`src/rtl/exibidor_sequencia.sv`:
```
// exibidor_sequencia: plays the stored game sequence on the LEDs.
// It walks the sequence memory from address 0 up to limite, inclusive.
// Each entry is lit for T_ON cycles and then blanked for T_OFF cycles.
// When the last entry has been shown it pulses pronto for one cycle.
//
// state   | code | meaning
// ocioso  | 0    | idle, waiting for iniciar
// prepara | 1    | clear address and timer
// acende  | 2    | current entry lit for T_ON cycles
// apaga   | 3    | blank gap of T_OFF cycles, then check limite
// proximo | 4    | advance to the next address
// fim     | 5    | one-cycle pronto, then back to idle
module exibidor_sequencia #(
    parameter int ADDR_W = 4,
    parameter int DATA_W = 4,
    parameter int T_ON   = 1000,
    parameter int T_OFF  = 500
) (
    input  logic              clock,
    input  logic              reset,
    input  logic              iniciar,
    input  logic [ADDR_W-1:0] limite,
    input  logic [DATA_W-1:0] dado_rom,
    output logic [ADDR_W-1:0] endereco,
    output logic [DATA_W-1:0] leds,
    output logic              exibindo,
    output logic              pronto,
    output logic [2:0]        db_estado
);

    localparam int T_MAX = (T_ON > T_OFF) ? T_ON : T_OFF;
    localparam int TW    = (T_MAX > 1) ? $clog2(T_MAX) : 1;
    localparam logic [TW-1:0] ON_LAST  = TW'(T_ON - 1);
    localparam logic [TW-1:0] OFF_LAST = TW'(T_OFF - 1);

    typedef enum logic [2:0] {
        OCIOSO  = 3'd0,
        PREPARA = 3'd1,
        ACENDE  = 3'd2,
        APAGA   = 3'd3,
        PROXIMO = 3'd4,
        FIM     = 3'd5
    } estado_t;

    estado_t         estado;
    logic [TW-1:0]   timer;

    // State, address and phase timer. The limite check in apaga happens
    // before any increment, so endereco never wraps past the last entry.
    always_ff @(posedge clock or posedge reset) begin
        if (reset) begin
            estado   <= OCIOSO;
            endereco <= '0;
            timer    <= '0;
        end else begin
            case (estado)
                OCIOSO: begin
                    if (iniciar) estado <= PREPARA;
                end
                PREPARA: begin
                    endereco <= '0;
                    timer    <= '0;
                    estado   <= ACENDE;
                end
                ACENDE: begin
                    if (timer == ON_LAST) begin
                        timer  <= '0;
                        estado <= APAGA;
                    end else begin
                        timer <= timer + TW'(1);
                    end
                end
                APAGA: begin
                    if (timer == OFF_LAST) begin
                        timer  <= '0;
                        estado <= (endereco == limite) ? FIM : PROXIMO;
                    end else begin
                        timer <= timer + TW'(1);
                    end
                end
                PROXIMO: begin
                    endereco <= endereco + ADDR_W'(1);
                    estado   <= ACENDE;
                end
                FIM: begin
                    estado <= OCIOSO;
                end
                default: begin
                    estado <= OCIOSO;
                end
            endcase
        end
    end

    // Outputs are pure decodes of the state register; leds also passes
    // the memory data through while an entry is lit.
    always_comb begin
        leds      = (estado == ACENDE) ? dado_rom : '0;
        exibindo  = (estado != OCIOSO);
        pronto    = (estado == FIM);
        db_estado = estado;
    end

endmodule
```
`config.mk`:
```
export PLATFORM = sky130hd
export DESIGN_NAME = exibidor_sequencia
export DESIGN_NICKNAME = d
export VERILOG_FILES = /design/src/rtl/exibidor_sequencia.sv
export SDC_FILE = /design/constraint.sdc
export NUM_CORES = 1
export LEC_CHECK = 0
export CAP_MARGIN = 10
export CORE_ASPECT_RATIO = 0.5
export CORE_UTILIZATION = 31
export DETAILED_ROUTE_END_ITERATION = 8
export DONT_BUFFER_PORTS = 1
export PLACE_DENSITY = 0.5
export RECOVER_POWER = 100
export REMOVE_ABC_BUFFERS = 1
export SYNTH_ARGS = -nofsm -noshare
export SYNTH_HDL_FRONTEND = slang
export SYNTH_SLANG_ARGS = --single-unit
```
`constraint.sdc`:
```
create_clock -name clock -period 1.5 [get_ports clock]
set_input_delay 0.15 -clock clock [delete_from_list [all_inputs] [get_ports clock]]
set_output_delay 0.15 -clock clock [all_outputs]
set_load 0.05 [all_outputs]
```
==> results.json <==
{
  "layout.nets": 174,
  "finalSetupViolations": 14,
  "die_h_um": 43.9,
  "grt-ovfl-total": 0,
  "violations": "setup timing",
  "r2r_setup_slack_ns": -0.10,
  "syn_inst": 119,
  "postLayoutCoreUtil_pct": 54.4,
  "rsz0062_at_grt": "yes",
  "grt_first_pass_wirelength_mm": 5.12,
  "final_antenna_net_count": 0,
  "min-delay-start": "iniciar",
  "cts_buffers": 3,
  "grt_max_degree": 21,
  "cts-root-buf": "clkbuf_8",
  "status": "finished, violations left",
  "worst_slew_pin_slew_ns": 0.718,
  "cts.sinks": 17,
  "die_area_sq_um": 3760,
  "yosys.area.top_type": "dfrtp_1",
  "p_total_mw": 0.900,
  "synthFlopType": "dfrtp_1",
  "clock_skew_ns": 0.00900,
  "path_buf_inv": 0,
  "min_path_cells": 3,
  "clk_latency_ns": 0.26,
  "reg2reg_depth": 4,
  "yosysSeqAreaShare_pct": 39.1,
  "yosysMostFrequentCell": "dfrtp_1",
  "ys_top_cells_by_count": "dfrtp_1, o21ai_0, a21oi_1, nand2_1, nor2_1",
  "num_io_pins": 24,
  "grt_pass1_vias": 1042,
  "max_stage_delay_ns": 0.43,
  "core-area_sq_um": 3170,
  "path_class": "reg -> reg",
  "cp_top_family": "compound AO/OA/AOI/OAI gates",
  "max_slew_margin_pct": 52.1,
  "drt-total-wl_mm": 3.25,
  "fin_ws_ns": -0.103,
  "die_x_um": 85.8,
  "area_growth_syn_to_layout_pct": 58.7,
  "drv_slew": 0,
  "antenna_found_initial": 0,
  "syn_area_sq_um": 1090,
  "finalHoldViolCount": 0,
  "cp_data_required_time_ns": 1.64,
  "crit_slowest_cell": "dfrtp_2",
  "yosys.area.top_type_share_pct": 39.1,
  "min_path_type": "in -> reg",
  "min_to": "db_estado[0]",
  "fill_cells": 288,
  "path_cells": "nor4bb_2 > o2111a_2 > nor2_1 > a221o_1",
  "vdd_ir_drop_max_uv": 237,
  "drc": 0,
  "wl_per_cell_um": 15.6,
  "worstReg2RegEnd": "timer[6]",
  "n_antenna_cell": 0,
  "synth_area_leaders": "dfrtp_1, o21ai_0, nor3b_1, xor2_1, and2_1",
  "rows": 14,
  "setup_tns_ns": -0.920,
  "crit_cells": 4,
  "period_share_pct": 107,
  "clock.fmax_mhz": 624,
  "start_util_pct": 34.3,
  "vias": 1081,
  "powerDensity_nw_per_um2": 522,
  "io_buffers": 0,
  "dp_hpwl_mm": 2.08,
  "ys_warn_count": 0,
  "synth.avg_cell_area_sq_um": 9.14,
  "crit_fanout": 7,
  "gr-usage-all-layers_pct": 18.2,
  "worst_ep_arrival_time_ns": 1.75,
  "cap_violations": 0,
  "leakage_nw": 0.773,
  "synthArstFlopShare_pct": 100,
  "clockBufferDepth": 2,
  "viasPerCell": 5.20,
  "synth_edf_count": 0,
  "finalCriticalPeriod_ns": 1.60,
  "drt-initial-drc-count": 49,
  "ys_seq_elements": 17,
  "cts.clk_slew.worst_paths_ns": 0.07,
  "synth.distinct_cells": 43,
  "cp-end-kind": "flop",
  "startpoint_type": "flop",
  "drive_gt1_share_pct": 42.5,
  "cts_tree": "built",
  "htreeDepth": 1,
  "firstDrtPassIters": 4,
  "place_congestion": 0.870,
  "r2r-start": "db_estado[0]",
  "post-place-ws_ns": -0.132
}
-- metal layers --
| metal | global-route usage (%) | vias to the layer above | wire, um | share of wire (%) |
|---|---|---|---|---|
| met1 | 25.0 | 524 | 1590 | 49 |
| met4 | 6.00 | 0 | 50 | 1.5 |
| met2 | 28.3 | 17 | 1510 | 46 |
| li1 | - | 535 | - | - |
| met3 | 4.57 | 5 | 99 | 3.0 |
| met5 | 0 | - | 0 | 0 |
-- worst reg2reg max path: stages (launching register included) --
cell      delay, ns
dfrtp_2        0.43
nor4bb_2       0.30
o2111a_2       0.36
nor2_1         0.09
a221o_1        0.32
-- cells in the final DEF (no fill, tap or decap), types with 2 or more instances in the layout --
master / netlist / final
nand4_1: 2 / 2
nor2_1: 6 / 4
nor3_1: 5 / 3
buf_6: 1 / 2
buf_12: 0 / 7
and2_4: 0 / 4
clkbuf_2: 0 / 3
inv_1: 4 / 4
nor3b_1: 5 / 3
nor2b_1: 3 / 3
nand2_1: 6 / 5
nand3_1: 2 / 2
xnor2_1: 2 / 2
a41oi_1: 2 / 2
and3_1: 4 / 3
clkbuf_8: 0 / 3
nor3_2: 0 / 2
o21ai_0: 12 / 11
nor4_1: 2 / 2
buf_4: 0 / 27
a21oi_1: 6 / 6
dfrtp_1: 17 / 16
xor2_1: 4 / 4
nor2_4: 0 / 2
-- state kept, by name, indices dropped and copies added, names as in the netlist --
name and cells:
endereco 4, db_estado 3, timer 10
-- logic make-up after synthesis --
logic type               count (synthesis)  synth area share [%]
AO/OA/AOI/OAI                           36                  23.6
XOR/XNOR                                 6                  4.83
adder cells (fa/ha/maj)                  2                  2.30
buffers and inverters                   11                  4.72
flip-flops                              17                  39.1
AND/OR/NAND/NOR                         47                  25.4
-- stage by stage --
stage                     instance area, sq um  instances  hold WS [ns]
after floorplan                           1050        113        0.0761
after global placement                    1450        196         0.194
after detailed placement                  1450        196         0.203
after CTS                                 1580        201         0.261
after global routing                      1730        208         0.263
final                                     1730        208         0.252
-- cell type report --
class                   instances  area [sq um]  area share [%]
inverters                       5          18.8            1.09
clock buffers                   4          45.0            2.61
flip-flops and latches         17           427            24.7
multi-input cells              91           719            41.7
well taps                      48          60.1            3.48
repair buffers                 43           455            26.4
-- where the power goes --
group          internal (mW)  total, mW  switching (mW)
Sequential             0.458      0.458               0
Clock                  0.189      0.369           0.180
Combinational         0.0332     0.0725          0.0393
Total                  0.681      0.900           0.219
-- worst max path at each step --
stage	slack [ns]	start	endpoint
after floorplan	-0.78	db_estado[0]	pronto
after global placement	-0.09	timer[2]	timer[7]
after detailed placement	-0.13	timer[4]	timer[7]
after CTS	-0.08	timer[4]	timer[7]
after global routing	-0.17	db_estado[0]	db_estado[0]
final	-0.10	db_estado[0]	timer[6]
-- timing repair --
action / in CTS / in global routing
endpoints found under the setup margin: 18 / 19
resized for setup: 15 / 20
endpoints found under the hold margin: 17 / 0
hold buffers: 1 / 0
pin swaps: 1 / 11
setup buffers: 0 / 6
gates cloned: 1 / 1
No activity file was read; power rests on OpenSTA's default activity.
